### config.mk
export PLATFORM = sky130hd
export DESIGN_NAME = dxm_sync_pipe
export DESIGN_NICKNAME = d
export VERILOG_FILES = /design/src/rtl/dxm_sync_pipe.sv
export SDC_FILE = /design/constraint.sdc
export NUM_CORES = 1
export LEC_CHECK = 0
export BUFFER_PORTS_ARGS = -buffer_cell sky130_fd_sc_hd__buf_2
export CORE_AREA = 2 2 39 41
export DETAILED_ROUTE_END_ITERATION = 8
export DIE_AREA = 0 0 41 43
export PLACE_DENSITY = 0.51
export SLEW_MARGIN = 5
export SYNTH_ARGS = -nofsm -noshare
export SYNTH_HDL_FRONTEND = slang
export SYNTH_SLANG_ARGS = --single-unit
### constraint.sdc
create_clock -name clk -period 1.2 [get_ports clk]
set_input_delay 0.12 -clock clk [delete_from_list [all_inputs] [get_ports clk]]
set_output_delay 0.12 -clock clk [all_outputs]
set_load 0.005 [all_outputs]
### src/rtl/dxm_sync_pipe.sv
// Multi-bit synchroniser/delay pipeline with clock enable, settle flag and edge pulses.
// Define DXM_SYNC_FILTER_EN to add a whole-vector stability filter in front of q.
module dxm_sync_pipe #(
    parameter int               WIDTH      = 1,
    parameter int               STAGES     = 2,
    parameter logic [WIDTH-1:0] RST_VAL    = '0,
    parameter int               FILTER_LEN = 2
) (
    input  logic             clk,
    input  logic             rst,
    input  logic             en,
    input  logic [WIDTH-1:0] d,
    output logic [WIDTH-1:0] q,
    output logic [WIDTH-1:0] rise,
    output logic [WIDTH-1:0] fall,
    output logic             settled
);

`ifdef DXM_SYNC_FILTER_EN
    localparam bit FILTER_EN = 1'b1;
`else
    localparam bit FILTER_EN = 1'b0;
`endif

    localparam int            SETTLE_MAX = STAGES + (FILTER_EN ? FILTER_LEN : 0);
    localparam int            CW         = $clog2(SETTLE_MAX + 1);
    localparam logic [CW-1:0] SMAX       = CW'(SETTLE_MAX);

    logic [WIDTH-1:0] stage [STAGES];
    logic [WIDTH-1:0] q_next;
    logic [CW-1:0]    settle_cnt;

    assign settled = (settle_cnt == SMAX);

`ifdef DXM_SYNC_FILTER_EN
    localparam logic [3:0] FLEN = 4'(FILTER_LEN);

    logic [WIDTH-1:0] hold;
    logic [WIDTH-1:0] q_filt;
    logic [3:0]       stab_cnt;
    logic [3:0]       run_now;

    // run_now counts the current final-stage value itself, so a fresh value starts at 1
    always_comb begin
        run_now = 4'd1;
        q_next  = q_filt;
        if (stage[STAGES-1] == hold) begin
            run_now = (stab_cnt == 4'hF) ? 4'hF : stab_cnt + 4'd1;
        end
        if (run_now >= FLEN) begin
            q_next = stage[STAGES-1];
        end
    end

    always_ff @(posedge clk) begin
        if (rst) begin
            hold     <= RST_VAL;
            stab_cnt <= '0;
            q_filt   <= RST_VAL;
        end else if (en) begin
            hold     <= stage[STAGES-1];
            stab_cnt <= run_now;
            q_filt   <= q_next;
        end
    end

    assign q = q_filt;
`else
    always_comb begin
        q_next = stage[STAGES-2];
    end

    assign q = stage[STAGES-1];
`endif

    // Pulses compare the value q is about to take with its current value, so they line up with q
    always_ff @(posedge clk) begin
        if (rst) begin
            for (int i = 0; i < STAGES; i++) begin
                stage[i] <= RST_VAL;
            end
            settle_cnt <= '0;
            rise       <= '0;
            fall       <= '0;
        end else begin
            rise <= '0;
            fall <= '0;
            if (en) begin
                stage[0] <= d;
                for (int i = 1; i < STAGES; i++) begin
                    stage[i] <= stage[i-1];
                end
                if (settle_cnt != SMAX) begin
                    settle_cnt <= settle_cnt + CW'(1);
                end
                if (settled) begin
                    rise <= q_next & ~q;
                    fall <= ~q_next & q;
                end
            end
        end
    end

endmodule
### Word-level counts from Yosys, hierarchy flattened

Memory sizes are Yosys's and may differ from the RTL's.
Index checks and enable logic that the tools add are counted.

| storage, ports and cells | value |
|---|---|
| bits in registers | 4 |
| logic and storage cells | 24 |
| memories kept | 1 |
| bits in writable memories | 2 |

Memory list:

| name | depth | width | read ports | clocked after memory_dff | write ports | RTL line | source |
|---|---|---|---|---|---|---|---|
| stage | 2 | 1 | 2 | 0 | 2 | 29 | `logic [WIDTH-1:0] stage [STAGES];` |

| operators by class | value |
|---|---|
| bitwise gates (word level) | 8 |
| equal/unequal tests | 2 |
| reductions and logical operators | 2 |
| add/subtract/negate cells | 1 |
| multiplexer cells | 7 |

Operators by type and width:

| cell | number |
|---|---|
| two-way mux 1 bit | 7 |
| inverter 1 bit | 4 |
| OR reduction 3 bit | 1 |
| adder 2 x 1 -> 2 bit, second input constant | 1 |
| bitwise AND 1 bit | 2 |
| equality test 2 bit, second input constant | 1 |
| != test 2 bit, second input constant | 1 |
| bitwise OR 1 bit | 2 |
| AND reduction 2 bit | 1 |

### Logic depth before layout (Yosys ltp)

Gate-level depths: netlist of run 1.

| depth | value |
|---|---|
| word-level depth | 4 |
| mapped depth | 4 |
| gate-level depth less buffers | 4 |

### Worst setup path before layout of run 1

Ideal clock, no wire load.

| timing | value |
|---|---|
| kind | register to register |
| start point | register settle_cnt[0] |
| end point | register settle_cnt[0] |
| path buffers | 0 |
| cell stages (with the launch flop) | 5 |
| path slack | 0.039 ns |
| period minus slack after synthesis | 1.161 ns |
| arrival time | 1.040 ns |
| library setup time | 0.121 ns |
| cell sequence | dfxtp_1 > inv_1 > ha_1 > nor2b_4 > mux2_4 |

| between the ends | value |
|---|---|
| cells in the longest elaborated chain, start to end | 2 |
| elaborated cells between the ends (all ways) | 3 |

Ends and longest elaborated chain:

| item | RTL line | source |
|---|---|---|
| start, declared | 31 | `logic [CW-1:0] settle_cnt;` |
| start signal, assigned | 94 | `settle_cnt <= settle_cnt + CW'(1);` |
| != test 2 bit | 93 | `if (settle_cnt != SMAX) begin` |
| AND reduction 2 bit (no source line) | -- |  |

Several ways; a longest one is shown, not always the timed one.
A chain may end at the register's enable or synchronous reset.

### Worst setup path after layout of run 1

| timing | value |
|---|---|
| start point | register settle_cnt[0] |
| end point | output settled |

| between the ends | value |
|---|---|
| cells in the longest elaborated chain, start to end | 1 |

Ends and longest elaborated chain:

| item | RTL line | source |
|---|---|---|
| equality test 2 bit | 33 | `assign settled = (settle_cnt == SMAX);` |
| end, declared | 16 | `output logic settled` |

Every way passes these cells.

==> results of run 1 <==
## flip-flops by register name, indices dropped and copies added (netlist names)
| register | cells |
|---|---|
| settle_cnt | 2 |
| rise | 1 |
| stage | 2 |
| fall | 1 |
## cells in the final DEF (no fill, tap or decap)
cell      instances
buf_2             6
and4b_1           2
inv_2             1
nor2_1            2
dfxtp_1           3
edfxtp_1          2
nor2b_1           2
nor2b_2           1
or2_2             1
mux2_4            2
buf_6             1
buf_4             2
dfxtp_2           1
and2_1            2
ha_4              1
clkbuf_4          3
nor2b_4           1
## power by group through the flow
stage / clock, mW / combinational [mW] / sequential (mW)
finish: 0.189 / 0.0917 / 0.236
global route: 0.204 / 0.0982 / 0.238
CTS: 0.196 / 0.0794 / 0.233
detailed placement: 0 / 0.0698 / 0.237
global placement: 0 / 0.0641 / 0.235
floorplan: 0 / 0.0448 / 0.234
## worst paths after layout
kind                                                  from                    endpoint  slack [ps]  cells after the start
worst min register to register   stage[0][1]$_SDFFCE_PN0P_             fall$_SDFF_PP0_         570                      1
worst min-delay path                                     d   stage[0][0]$_SDFFCE_PN0P_         160                      2
worst max register to register  settle_cnt[0]$_SDFFE_PP0P_  settle_cnt[0]$_SDFFE_PP0P_         110                      4
worst max-delay path            settle_cnt[0]$_SDFFE_PP0P_                     settled          60                      4
## per-stage QoR
| step | std cells | hold slack, ps |
|---|---|---|
| finish | 49 | 164 |
| global route | 49 | 175 |
| CTS | 49 | 160 |
| detailed placement | 45 | 418 |
| global placement | 45 | 411 |
| floorplan | 21 | 318 |
## worst max-delay path, cell delays in order (launching register included)
cell and delay (ps):
dfxtp_2 330, inv_2 50, ha_4 160, buf_4 140, buf_6 100
## kinds of logic (layout without fill, tap and decap cells)
family | after synthesis | in the layout
multiplexers | 2 | 2
flip-flops | 6 | 6
adder cells (fa/ha/maj) | 1 | 1
buffers and inverters | 1 | 13
AND/OR/NAND/NOR | 11 | 11
## cell type report
type,count,share of cell area
Inverter,1,0.00987
Multi-Input combinational cell,14,0.359
Clock buffer,3,0.0592
Tap cell,16,0.0526
Sequential cell,6,0.372
Timing Repair Buffer,9,0.148
## synth_stat cells
cell type / n
and2_1: 2
and4b_1: 2
dfxtp_1: 4
edfxtp_1: 2
ha_1: 1
inv_1: 1
mux2_4: 2
nor2_1: 2
nor2b_1: 2
nor2b_2: 1
nor2b_4: 1
or2_2: 1
## layer usage
metal	track usage	share of wire
met2	0.109	0.44
met3	0.0838	0.14
met1	0.0682	0.41
met5	0	0
met4	0.0200	0
## repair_timing
item	4_1_cts	5_1_grt
setup buffers	1	0
endpoints found under the setup margin	3	1
gates resized for setup	2	3
==> metrics.txt, run 1 <==
outcome completed; Post-Syn Nets 26; MaxCap Viol Count 0; via count 192; Adder-Cell Fraction of Synth Area 0.0467; CTS tree built; Max-slew headroom 0.919; clock share of power 0.365; drt initial violations 5; total clock sinks 6; synth warn 0; sequential share of power 0.457; portion of netlist area occupied by mux cells 0.112; Placement Setup Slack -4.22 ps; share of cells above drive strength 1 0.606; clk buf depth 2; Area contributors post-synth dfxtp_1 (30%), edfxtp_1 (22%), mux2_4 (11%); GRT overflow 0; Compound-Gate Fraction of Synth Area 0; Placed Instance Area between 300 and 400 sq um; core region area 1380 sq um; Skew-Pair Late Insertion Delay 250 ps; final critical-path share of the clock period 0.952; final setup fails 0; Avg Inst Size Synth 12.8 sq um; combinational fraction of design power 0.178; sequential area share after synthesis 0.523; Buffers on Ports 7; storage element area 141 sq um; crit-path max FO 3; P&R area growth vs syn 42.1%; Finished Cell Area approximately 380 sq um; Net Sw Power 0.120 mW; drt first pass iters 3; power density over cell area 1360 nW/um^2; simple-gate share of the synthesized area 0.304; worst vdd ir 406 uV; H-tree Lvls 1; Total Power 0.517 mW; Setup crit start kind flop; pin count of the biggest net entering global routing 7; Die ar. 1760 sq um; cell taking the most area after synthesis dfxtp_1; Clock transition at path regs 50 ps; critical path arrival 1020 ps; PnR worst setup slack 57.5 ps; Cell variety after synth 12; initial antenna violation count 0; starting density of the core 0.193; n_diodes 0; worst hold path class input pin to flop; Routed wire per std cell 10.9 um; Fillers 142; Die X approximately 41 um; CP Capture Type output pin; die height 43 um; Pleak roughly 0.18 nW; Yosys top cell area share 0.299; Synth Instances 21; largest family of logic cells by synthesized area simple AND/OR/NAND/NOR gates; global-route wire length before repair a little under 800 um; Max Freq 875 MHz; Antenna Nets Post-Route 0; DRC viols 0; gr usage total 0.0755; drt total wl 533 um; xor/xnor cell area share of the yosys netlist 0; max-slew violation count 0; #FFs+latches synth 6; WP data required 1080 ps; CTS buffer count 3; Via-to-Cell Ratio ~3.9; I/O pins 8; Final nets 40; post-detail-place hpwl about 380 um; Mapped Area 268 sq um; std cell rows 14; RSZ-0062 raised after global routing no; fin util 0.275; Setup CP Type flop to output pin; Root Driver clkbuf_4; vias in the first global route 197; Hold Fails Final Rpt 0; hold_buf cts 0; Final TNS setup 0 ps; Cell Int Power 0.396 mW; worst slew pin tran 121 ps; sw frac 0.233; GPL Wtd Cong 0.585; Multi-input gate area 136 sq um; Clock Skew 3.66 ps; Tmin final 1140 ps
(Power assumes the default switching activity.)
==> inputs of run 2 (changes only) <==
- PLACE_DENSITY: 0.51 -> unset
==> metrics.txt, run 2 (synthesis gave the netlist of run 1 again) <==
worst slew pin tran about 120 ps; commonest non-fill, non-tap cell in the layout buf_2; Final TNS setup 0 ps; fin util 0.255; final cell count without fillers 48; GRT overflow 0; WP data required 1320 ps; most frequent cells in the layout buf_2 (7), clkbuf_4 (3), dfxtp_1 (3); critical path arrival 1250 ps; Via-to-Cell Ratio between 3 and 4; Buffers on Ports 7; Max-slew headroom 0.919; drt total wl roughly 400 um; CP Capture Type flop; Hold Fails Final Rpt 0; share of cells above drive strength 1 0.531; die height 43 um; max-slew violation count 0; Min-Delay Startpoint d; initial antenna violation count 0; Skew-Pair Late Insertion Delay between 200 and 300 ps; H-tree Lvls 1; MaxCap Viol Count 0; clk buf depth 2; Routed wire per std cell 8.27 um; pin count of the biggest net entering global routing 7; outcome completed; CTS tree built; worst vdd ir 528 uV; Fillers 143; core region area 1380 sq um; WHS Endpoint stage[0][0]$_SDFFCE_PN0P_; total clock sinks 6; Tmin final 1130 ps; P&R area growth vs syn 31.8%; Pleak 0.168 nW; WHS Path Cells 2; Final nets 38; Die X 41 um; Top Registers settle_cnt: 2 flops, stage: 2 flops; worst reg2reg path depth 4; post-detail-place hpwl roughly 320 um; DP Cell Count 45; Clock Skew 9.20 ps; CTS buffer count 3; DRC viols 0; RSZ-0062 raised after global routing no; Setup CP Type flop to flop; drt initial violations 2; n_diodes 0; Max Freq 884 MHz; setup slack, reg-to-reg 70 ps; GPL Wtd Cong between 0.6 and 0.7; Die ar. 1760 sq um; crit-path max FO 4; drt first pass iters 2; starting density of the core 0.193; gr usage total 0.0585; Antenna Nets Post-Route 0; power density over cell area 1420 nW/um^2; std cell rows 14; Setup crit start kind flop; Clock transition at path regs ~50 ps; R2R Path End settle_cnt[0]$_SDFFE_PP0P_; final setup fails 0; via count 177; Root Driver clkbuf_4; I/O pins 8; worst hold path class input pin to flop; global-route wire length before repair between 600 and 700 um; Critical R2R Launch settle_cnt[0]$_SDFFE_PP0P_; vias in the first global route 157; final critical-path share of the clock period 0.942
-- run 2: cell count changes in the layout (fill, tap and decap cells not counted), sizes merged --
cell	change
clkbuf	+1
buf	-2
-- run 2: area by class of cell --
| class | count | area (sq um) | share of cell area |
|---|---|---|---|
| Inverter | 1 | 3.75 | 0.0106 |
| Sequential cell | 6 | 141 | 0.401 |
| Timing Repair Buffer | 7 | 35.0 | 0.0993 |
| Clock buffer | 4 | 26.3 | 0.0745 |
| Multi-Input combinational cell | 14 | 126 | 0.358 |
| Tap cell | 16 | 20.0 | 0.0567 |
-- run 2: critical path, stage by stage, from the launching register on --
cell and delay (ps):
dfxtp_2 330, inv_1 50, ha_2 210, nor2b_4 140, mux2_4 300
-- run 2: worst max-delay path by stage --
stage,slack (ps),to,start,cells after the start
2_1_floorplan,40,settle_cnt[0]$_SDFFE_PP0P_,settle_cnt[0]$_SDFFE_PP0P_,4
3_3_place_gp,9,settle_cnt[1]$_SDFFE_PP0P_,settle_cnt[0]$_SDFFE_PP0P_,4
3_5_place_dp,20,settle_cnt[0]$_SDFFE_PP0P_,settle_cnt[0]$_SDFFE_PP0P_,4
4_1_cts,2,settled,settle_cnt[0]$_SDFFE_PP0P_,4
5_1_grt,30,settle_cnt[0]$_SDFFE_PP0P_,settle_cnt[0]$_SDFFE_PP0P_,4
6_report,70,settle_cnt[0]$_SDFFE_PP0P_,settle_cnt[0]$_SDFFE_PP0P_,4
-- run 2: layer usage --
metal / GRT usage / up-vias / part of all wire
met5: 0 / - / 0
met4: 0.0400 / 0 / 0
met3: 0.0628 / 0 / 0.098
met2: 0.0656 / 7 / 0.37
met1: 0.0621 / 77 / 0.53
li1: - / 93 / -
-- run 2: what timing repair did --
item,in CTS,in global routing
hold buffers,0,0
resized for setup,2,0
buffers inserted,0,0
pin swaps,0,0
setup endpoints to repair,1,1
-- run 2: power breakdown --
part           internal [mW]  total, mW  switching, mW
registers              0.226      0.233        0.00765
logic                 0.0386     0.0644         0.0257
clock network          0.126      0.202         0.0756
-- run 2: metrics by stage --
step | setup slack, ps | hold slack, ps | instance area (sq um) | power [mW]
final | 69.0 | 162 | 353 | 0.499
after global routing | 27.8 | 154 | 353 | 0.534
after CTS | 1.73 | 153 | 360 | 0.519
after detailed placement | 18.4 | 413 | 330 | 0.304
after global placement | 8.75 | 413 | 330 | 0.303
after floorplan | 39.2 | 318 | 268 | 0.279
==> inputs of run 3 (changes only) <==
- CTS_BUF_LIST: unset -> sky130_fd_sc_hd__clkbuf_8
==> metrics.txt, run 3 (synthesis gave the netlist of run 1 again) <==
final critical-path share of the clock period 0.952; final setup fails 0; worst hold path class input pin to flop; pin count of the biggest net entering global routing 7; gr usage total 0.0626; Final TNS setup 0 ps; Routed wire per std cell between 8 and 9 um; Setup CP Type flop to flop; Clock transition at path regs approximately 40 ps; worst vdd ir roughly 700 uV; outcome completed; GPL Wtd Cong ~0.6; Pleak 0.180 nW; P&R area growth vs syn 38.8%; R2R Path End settle_cnt[0]$_SDFFE_PP0P_; Critical R2R Launch settle_cnt[0]$_SDFFE_PP0P_; wire length on met3 39 um; starting density of the core 0.193; crit-path max FO 4; Max-slew headroom 0.918; I/O pins 8; worst reg2reg path depth 4; CTS buffer count 3; total clock sinks 6; Min-Delay Startpoint d; Setup crit start kind flop; RSZ-0062 raised after global routing no; CP endpoint settle_cnt[0]$_SDFFE_PP0P_; share of cells above drive strength 1 0.531; WP data required about 1300 ps; Max Freq between 800 and 900 MHz; Buffers on Ports 7; critical-path cell list inv_1 -> ha_2 -> nor2b_4 -> mux2_4; MaxCap Viol Count 0; std cell rows 14; drt total wl 422 um; global-route wire length before repair 627 um; Total Power just over 0.6 mW; Via-to-Cell Ratio 3.83; drt first pass iters 2; Highest Signal Layer met3; Root Driver clkbuf_8; drt initial violations 1; crit path buf inv count 1; CP Capture Type flop; Stages on worst setup path 4; DRC viols 0; Clock Skew 4.17 ps; Antenna Nets Post-Route 0; die height 43 um; setup slack, reg-to-reg 60 ps; Die ar. 1760 sq um; commonest non-fill, non-tap cell in the layout buf_2; setup bufs post-CTS 0; post-detail-place hpwl roughly 320 um; via count 184; Hold Fails Final Rpt 0; H-tree Lvls 1; WHS Path Cells 2; Die X 41 um; core region area 1380 sq um; initial antenna violation count 0; CTS tree built; critical path arrival 1240 ps; worst slew pin tran 122 ps; CP peak stage delay 330 ps; PnR worst setup slack 57.8 ps; Final nets 38; Skew-Pair Late Insertion Delay ~220 ps; Met1 Wirelength 210 um; clk buf depth 2; Placement Setup Slack 18.4 ps; GRT overflow 0; most frequent cells in the layout buf_2 (7), clkbuf_8 (3), dfxtp_1 (3); slowest CP cell dfxtp_2; vias in the first global route 160; Setup crit start settle_cnt[0]$_SDFFE_PP0P_; met2 WL 172 um; max-slew violation count 0; Top Registers settle_cnt: 2 flops, stage: 2 flops; Largest delay share family, worst path flip-flops; Tmin final 1140 ps; power density over cell area around 1600 nW/um^2; n_diodes 0
run 3: routing by layer:
layer,vias to the layer above,track usage
met5,-,0
met4,0,0.0600
met3,0,0.0628
met2,7,0.0688
met1,85,0.0621
li1,92,-
run 3: where the power goes:
| group | total, mW | internal (mW) | switching, mW |
|---|---|---|---|
| sequential | 0.234 | 0.226 | 0.00779 |
| combinational | 0.0648 | 0.0387 | 0.0261 |
| clock | 0.310 | 0.220 | 0.0898 |
run 3: worst min path at each step:
stage,to
2_1_floorplan,stage[0][0]$_SDFFCE_PN0P_
3_3_place_gp,stage[0][0]$_SDFFCE_PN0P_
3_5_place_dp,stage[0][0]$_SDFFCE_PN0P_
4_1_cts,stage[0][0]$_SDFFCE_PN0P_
5_1_grt,stage[0][0]$_SDFFCE_PN0P_
6_report,stage[0][0]$_SDFFCE_PN0P_
run 3: repair_timing:
action,CTS,global route
hold buffers,0,0
setup endpoints to repair,1,1
resized for setup,2,0
run 3: cell type report:
cell class,count,area (sq um)
multi-input combinational,14,126
sequential,6,141
clock inverter,1,3.75
fill,145,1010
inverter,1,3.75
tap,16,20.0
clock buffer,3,41.3
timing repair buffer,7,35.0
run 3: stage by stage:
step | hold slack, ps | std cells | util | area (sq um)
finish | 187 | 48 | 0.269 | 372
detailed placement | 413 | 45 | 0.239 | 330
CTS | 180 | 49 | 0.274 | 379
global placement | 413 | 45 | 0.239 | 330
global route | 184 | 48 | 0.269 | 372
floorplan | 318 | 21 | - | 268
